<file path="src/rtl/uart_rx_cfg_if.sv">
// Serial receive channel bundle: raw line and enable in, received word and status out.
// The receiver uses the slave modport; whoever drives the line and consumes words uses master.
`timescale 1ns/1ps
interface uart_rx_cfg_if #(
  parameter int DATA_BITS = 8
);
  logic                 rx_in;
  logic                 rx_enable_signal;
  logic [DATA_BITS-1:0] rx_data;
  logic                 rx_done_signal;
  logic                 parity_err;
  logic                 frame_err;

  modport master (
    output rx_in, rx_enable_signal,
    input  rx_data, rx_done_signal, parity_err, frame_err
  );

  modport slave (
    input  rx_in, rx_enable_signal,
    output rx_data, rx_done_signal, parity_err, frame_err
  );
endinterface

</file>
<file path="src/rtl/uart_rx_cfg.sv">
// Configurable UART receiver: synchronised line input, false-start rejection,
// optional parity and one or two stop bits, with parity/framing error flags.
`timescale 1ns/1ps
module uart_rx_cfg #(
  parameter int CLK_FREQ    = 50000000,
  parameter int BAUD        = 1000000,
  parameter int DATA_BITS   = 8,
  parameter int PARITY_MODE = 0,
  parameter int STOP_BITS   = 1,
  parameter int SYNC_STAGES = 2
) (
  input  logic          clk,
  input  logic          rst,
  uart_rx_cfg_if.slave  rx_bus
);

  localparam int DIV  = (CLK_FREQ + BAUD / 2) / BAUD;
  localparam int HALF = DIV / 2;
  localparam int CW   = (DIV > 1) ? $clog2(DIV) : 1;

  localparam logic [CW-1:0] CNT_HALF  = CW'(HALF - 1);
  localparam logic [CW-1:0] CNT_LAST  = CW'(DIV - 1);
  localparam logic [3:0]    LAST_DATA = 4'(DATA_BITS - 1);
  localparam logic [3:0]    LAST_STOP = 4'(STOP_BITS - 1);

  generate
    if (DIV < 4) begin : g_div_check
      $error("uart_rx_cfg: clock-to-baud ratio must be at least 4");
    end
    if (DATA_BITS < 5 || DATA_BITS > 9) begin : g_width_check
      $error("uart_rx_cfg: DATA_BITS must be 5..9");
    end
    if (PARITY_MODE < 0 || PARITY_MODE > 2) begin : g_parity_check
      $error("uart_rx_cfg: PARITY_MODE must be 0, 1 or 2");
    end
    if (STOP_BITS < 1 || STOP_BITS > 2) begin : g_stop_check
      $error("uart_rx_cfg: STOP_BITS must be 1 or 2");
    end
    if (SYNC_STAGES < 2) begin : g_sync_check
      $error("uart_rx_cfg: SYNC_STAGES must be at least 2");
    end
  endgenerate

  typedef enum logic [2:0] {IDLE, START, DATA, PARITY, STOP} state_t;

  logic [SYNC_STAGES-1:0] sync_reg;
  logic                   rx_prev_reg;
  state_t                 state_reg;
  logic [CW-1:0]          cnt_reg;
  logic [3:0]             bit_cnt_reg;
  logic [DATA_BITS-1:0]   shift_reg;
  logic                   par_err_pend_reg;
  logic                   frame_err_pend_reg;
  logic [DATA_BITS-1:0]   rx_data_reg;
  logic                   done_reg;
  logic                   parity_err_reg;
  logic                   frame_err_reg;

  logic rx_s;
  logic falling_edge;
  logic bit_tick;
  logic par_xor;

  assign rx_s         = sync_reg[SYNC_STAGES-1];
  assign falling_edge = rx_prev_reg & ~rx_s;
  assign bit_tick     = (cnt_reg == CNT_LAST);
  assign par_xor      = ^{shift_reg, rx_s};

  // Idle-high reset value keeps a spurious start edge from appearing out of reset.
  always_ff @(posedge clk or posedge rst) begin
    if (rst) begin
      sync_reg    <= '1;
      rx_prev_reg <= 1'b1;
    end else begin
      sync_reg    <= {sync_reg[SYNC_STAGES-2:0], rx_bus.rx_in};
      rx_prev_reg <= rx_s;
    end
  end

  always_ff @(posedge clk or posedge rst) begin
    if (rst) begin
      state_reg          <= IDLE;
      cnt_reg            <= '0;
      bit_cnt_reg        <= '0;
      shift_reg          <= '0;
      par_err_pend_reg   <= 1'b0;
      frame_err_pend_reg <= 1'b0;
      rx_data_reg        <= '0;
      done_reg           <= 1'b0;
      parity_err_reg     <= 1'b0;
      frame_err_reg      <= 1'b0;
    end else begin
      done_reg <= 1'b0;
      case (state_reg)
        IDLE: begin
          if (falling_edge && rx_bus.rx_enable_signal) begin
            state_reg <= START;
            cnt_reg   <= '0;
          end
        end
        START: begin
          if (cnt_reg == CNT_HALF) begin
            cnt_reg <= '0;
            if (rx_s) begin
              state_reg <= IDLE;
            end else begin
              state_reg          <= DATA;
              bit_cnt_reg        <= '0;
              par_err_pend_reg   <= 1'b0;
              frame_err_pend_reg <= 1'b0;
            end
          end else begin
            cnt_reg <= cnt_reg + CW'(1);
          end
        end
        DATA: begin
          if (bit_tick) begin
            cnt_reg   <= '0;
            shift_reg <= {rx_s, shift_reg[DATA_BITS-1:1]};
            if (bit_cnt_reg == LAST_DATA) begin
              bit_cnt_reg <= '0;
              state_reg   <= (PARITY_MODE != 0) ? PARITY : STOP;
            end else begin
              bit_cnt_reg <= bit_cnt_reg + 4'd1;
            end
          end else begin
            cnt_reg <= cnt_reg + CW'(1);
          end
        end
        PARITY: begin
          if (bit_tick) begin
            cnt_reg          <= '0;
            par_err_pend_reg <= (PARITY_MODE == 1) ? ~par_xor : par_xor;
            state_reg        <= STOP;
          end else begin
            cnt_reg <= cnt_reg + CW'(1);
          end
        end
        STOP: begin
          if (bit_tick) begin
            cnt_reg <= '0;
            // Publishing at the last stop centre leaves half a bit to catch the next start edge.
            if (bit_cnt_reg == LAST_STOP) begin
              rx_data_reg    <= shift_reg;
              parity_err_reg <= par_err_pend_reg;
              frame_err_reg  <= frame_err_pend_reg | ~rx_s;
              done_reg       <= 1'b1;
              state_reg      <= IDLE;
            end else begin
              frame_err_pend_reg <= frame_err_pend_reg | ~rx_s;
              bit_cnt_reg        <= bit_cnt_reg + 4'd1;
            end
          end else begin
            cnt_reg <= cnt_reg + CW'(1);
          end
        end
        default: state_reg <= IDLE;
      endcase
    end
  end

  assign rx_bus.rx_data        = rx_data_reg;
  assign rx_bus.rx_done_signal = done_reg;
  assign rx_bus.parity_err     = parity_err_reg;
  assign rx_bus.frame_err      = frame_err_reg;

endmodule

</file>
<file path="src/flat_wrapper.sv">
// flat-port wrapper written by rule: the top's interface ports become plain ports
module uart_rx_cfg_flat 
#(
  parameter int CLK_FREQ    = 50000000,
  parameter int BAUD        = 1000000,
  parameter int DATA_BITS   = 8,
  parameter int PARITY_MODE = 0,
  parameter int STOP_BITS   = 1,
  parameter int SYNC_STAGES = 2
)
  (clk, rst, rx_bus_rx_in, rx_bus_rx_enable_signal, rx_bus_rx_data, rx_bus_rx_done_signal, rx_bus_parity_err, rx_bus_frame_err);
  uart_rx_cfg_if #(.DATA_BITS(DATA_BITS)) rx_bus_i ();
  input  logic clk;
  input  logic rst;
  input wire logic [$bits(rx_bus_i.rx_in)-1:0] rx_bus_rx_in;
  input wire logic [$bits(rx_bus_i.rx_enable_signal)-1:0] rx_bus_rx_enable_signal;
  output wire logic [$bits(rx_bus_i.rx_data)-1:0] rx_bus_rx_data;
  output wire logic [$bits(rx_bus_i.rx_done_signal)-1:0] rx_bus_rx_done_signal;
  output wire logic [$bits(rx_bus_i.parity_err)-1:0] rx_bus_parity_err;
  output wire logic [$bits(rx_bus_i.frame_err)-1:0] rx_bus_frame_err;
  assign rx_bus_i.rx_in = rx_bus_rx_in;
  assign rx_bus_i.rx_enable_signal = rx_bus_rx_enable_signal;
  assign rx_bus_rx_data = rx_bus_i.rx_data;
  assign rx_bus_rx_done_signal = rx_bus_i.rx_done_signal;
  assign rx_bus_parity_err = rx_bus_i.parity_err;
  assign rx_bus_frame_err = rx_bus_i.frame_err;
  uart_rx_cfg #(.CLK_FREQ(CLK_FREQ), .BAUD(BAUD), .DATA_BITS(DATA_BITS), .PARITY_MODE(PARITY_MODE), .STOP_BITS(STOP_BITS), .SYNC_STAGES(SYNC_STAGES)) u_core (.clk(clk), .rst(rst), .rx_bus(rx_bus_i));
endmodule
</file>
<file path="config.mk">
export PLATFORM = sky130hd
export DESIGN_NAME = uart_rx_cfg_flat
export DESIGN_NICKNAME = d
export VERILOG_FILES = /design/src/rtl/uart_rx_cfg_if.sv /design/src/rtl/uart_rx_cfg.sv /design/src/flat_wrapper.sv
export SDC_FILE = /design/constraint.sdc
export NUM_CORES = 1
export LEC_CHECK = 0
export CORE_UTILIZATION = 25
export DETAILED_ROUTE_END_ITERATION = 16
export HOLD_SLACK_MARGIN = 0.1
export PLACE_DENSITY_LB_ADDON = 0.05
export SYNTH_ARGS = -nofsm -noshare
export SYNTH_HDL_FRONTEND = slang
export SYNTH_SLANG_ARGS = --single-unit
</file>
<file path="constraint.sdc">
create_clock -name clk -period 2.1 [get_ports clk]
set_input_delay 0.315 -clock clk [delete_from_list [all_inputs] [get_ports clk]]
set_output_delay 0.315 -clock clk [all_outputs]
set_load 0.1 [all_outputs]
</file>
==> impl_metrics.csv <==
group,metric,value,unit
route,first_pass_iters,4,
cts,hold_buffers,0,
yosys,async_reset_ff_share,100,%
timing,fin_crit_sh,92.8,%
timing,fin_ws,0.151,ns
global_routing,gr-total-overflow,0,
setup_path,crit_chain,"inv_1, ha_1, or3b_2, nor2_1, buf_4, mux2_2",
timing,tns,0,ns
place,pre_cts_slack,0.0950,ns
place,hpwlAfterDp,2820,um
timing,hold_viol,0,
job,cap_viol_max_count,0,
die,fp-row-count,30,
setup_path,critical_path_class,"flip-flop to flip-flop",
timing,timing.slew.headroom,66.7,%
finish,n_antenna_cell,0,
cts,cts_made_buffers,5,
yosys,synth_area_leader_cell,"dfrtp_1",
die,core,6940,um^2
finish,nets,194,
finish,layout-drive-gt1-share,30.1,%
setup_path,r2r_end,"u_core.rx_bus.rx_data[4]",
hold_path,hp-start,"u_core.sync_reg[0]",
cts,cts_tree,"built",
yosys,synth-seq-cells,37,
cts,cts_buffer_depth,2,
yosys,netlist_area,1830,um^2
die,num_io_pins,15,
power,p_int,0.00124,W
place,place.gp.congestion,0.805,
place,place_inst,274,
finish,mostFrequentLayoutCells,"34 x dfrtp_1, 20 x buf_4, 19 x mux2_2, 10 x nand2_1",
power,power_density,852,nW/um^2
power,clkPwrFrac,26.4,%
route,wl_per_cell,13.7,um
cts,numClockSinks,37,
yosys,synth_nets,169,
power,p_comb_share,26.4,%
timing,slew_viol_final,0,
setup_path,worst_setup_path_start_kind,"flip-flop",
yosys,avgSynthCellArea,11.5,um^2
cts,path_clk_slew,0.08,ns
route,via_count,1317,
die,dieWidth,87.6,um
setup_path,slowest_delay,0.49,ns
setup_path,crit_path_max_fanout,7,
timing,max_freq,513,MHz
route,via_per_inst,4.67,
route,ant_nets,0,
setup_path,r2r_cells,6,
die,start_util,26.4,%
hold_path,hold-path-endpoint,"u_core.sync_reg[1]",
route,drc,0,
power,pwr-share-seq,47.3,%
die,fp.dieH,87.6,um
setup_path,slowest_stage,"or3b_2",
setup_path,worstPathArrival,2.13,ns
timing,post-route-min-period,1.95,ns
global_routing,first_global_vias,1384,
yosys,synth_edf_count,0,
yosys,ys_seq_area_share,50.7,%
setup_path,rr_startpoint,"u_core.bit_cnt_reg[0]",
setup_path,cp-end-kind,"flip-flop",
yosys,ys_warn_count,0,
place,io_buffers,14,
global_routing,grt_max_degree,38,
yosys,ys_top_cells_by_area,"dfrtp_1 46%, mux2_2 12%, dfstp_2 4.3%",
setup_path,worst-r2r-setup-slack,0.15,ns
power,switchingPower,0.000628,W
route,drt_wl_total,3860,um
timing,rsz0062_at_grt,"false",
timing,worst_slew_pin_slew,0.498,ns
yosys,syn_inst,160,
global_routing,antenna_found_initial,0,
global_routing,grt_use_total,11.4,%
power,p_leak,1.04,nW
outcome,status,"complete, no violations",
setup_path,required,2.28,ns
hold_path,whs_path_depth,0,
finish,area_growth,19.9,%
global_routing,grt_pass1_wl,6590,um
finish,layout_commonest_cell,"dfrtp_1",
route,drtIter0Drc,84,
timing,fin_hold_ws,0.357,ns
die,dieArea,7680,um^2
yosys,synth.distinct_cells,48,
finish,final_cell_count_no_fill,282,
yosys,yosys.area.top_type_share,46.4,%
finish,fill_cells,730,
hold_path,hold_class,"flip-flop to flip-flop",
cts,clkLatencyLatePin,0.29,ns
timing,fin_skew,0.00744,ns
power,power.share.switching,33.5,%
cts,htreeDepth,2,
timing,setup_viol,0,
cts,clock_tree.root_cell,"clkbuf_8",
power,irDropWorstVdd,398,uV
yosys,synth_ff_type,"dfrtp_1",
-- layer usage --
metal / routed length (um) / track usage (%) / vias to the layer above
met4: 59 / 4.77 / 0
met1: 1800 / 14.0 / 659
met5: 0 / 0 / -
li1: - / - / 624
met3: 112 / 2.54 / 4
met2: 1880 / 19.2 / 30
-- worst max-delay path by stage --
stage | startpoint | end
final | u_core.bit_cnt_reg[0] | u_core.rx_bus.rx_data[4]
after floorplan | u_core.cnt_reg[0] | u_core.bit_cnt_reg[0]
after global placement | u_core.cnt_reg[0] | u_core.bit_cnt_reg[0]
after CTS | u_core.cnt_reg[0] | u_core.bit_cnt_reg[0]
after global routing | u_core.cnt_reg[1] | u_core.rx_bus.frame_err
after detailed placement | u_core.cnt_reg[0] | u_core.bit_cnt_reg[0]
-- logic make-up (layout without fill, tap and decap cells) --
family | count (synthesis) | in the layout | share of synthesized area [%]
AND/OR/NAND/NOR | 50 | 50 | 15.7
XOR/XNOR | 7 | 7 | 4.10
adder cells (fa/ha/maj) | 5 | 5 | 3.41
AO/OA/AOI/OAI | 28 | 28 | 10.8
flip-flops | 37 | 37 | 50.7
multiplexers | 20 | 20 | 12.2
buffers and inverters | 13 | 39 | 3.07
-- critical path: cells and delay by family, from the launching register on --
| kind | cells | cell delay [ns] |
|---|---|---|
| adders and majority gates | 1 | 0.13 |
| buffers and inverters | 2 | 0.27 |
| muxes | 1 | 0.33 |
| and+or+nand+nor | 2 | 0.67 |
| DFF | 1 | 0.43 |
-- power groups by stage --
stage | logic [W] | clock network [W] | registers [W]
5_1_grt | 0.000566 | 0.000548 | 0.000897
4_1_cts | 0.000498 | 0.000521 | 0.000885
3_3_place_gp | 0.000483 | 0 | 0.000894
3_5_place_dp | 0.000492 | 0 | 0.000900
2_1_floorplan | 0.000361 | 0 | 0.000866
6_report | 0.000494 | 0.000494 | 0.000885
-- area by class of cell --
cell class              instances  area, um^2  area share [%]
well taps                      96         120            5.47
repair buffers                 23         180            8.20
flip-flops and latches         37         930            42.3
inverters                       8        30.0            1.37
clock buffers                   5        68.8            3.13
multi-input cells             110         851            38.7
clock inverters                 3        17.5           0.797
-- cells in the mapped netlist, types with 2 or more instances --
| cell type | n |
|---|---|
| ha_1 | 5 |
| o211ai_1 | 3 |
| a22o_1 | 2 |
| inv_1 | 8 |
| a211o_1 | 2 |
| dfrtp_1 | 34 |
| nor2_1 | 8 |
| mux2_2 | 19 |
| a21oi_1 | 2 |
| nand3_1 | 7 |
| xor2_1 | 2 |
| dfstp_2 | 3 |
| or2_2 | 2 |
| o21ai_0 | 8 |
| nor2b_1 | 3 |
| nor3_1 | 2 |
| nand4_1 | 2 |
| nor3b_1 | 2 |
| buf_2 | 3 |
| xnor2_1 | 4 |
| nand2_1 | 10 |
| nand2b_1 | 2 |
| or4_1 | 2 |
-- repair_timing --
action,4_1_cts,5_1_grt
buffers inserted,0,0
resized for setup,0,1
endpoints found under the setup margin,0,1
-- per-stage QoR --
step	power [W]	util (%)	area (um^2)
global route	0.00201	31.6	2200
CTS	0.00190	31.6	2190
finish	0.00187	31.6	2200
global placement	0.00138	30.3	2110
floorplan	0.00123	-	1830
detailed placement	0.00139	30.3	2110
Note: power is estimated with default switching activity, not from simulation.
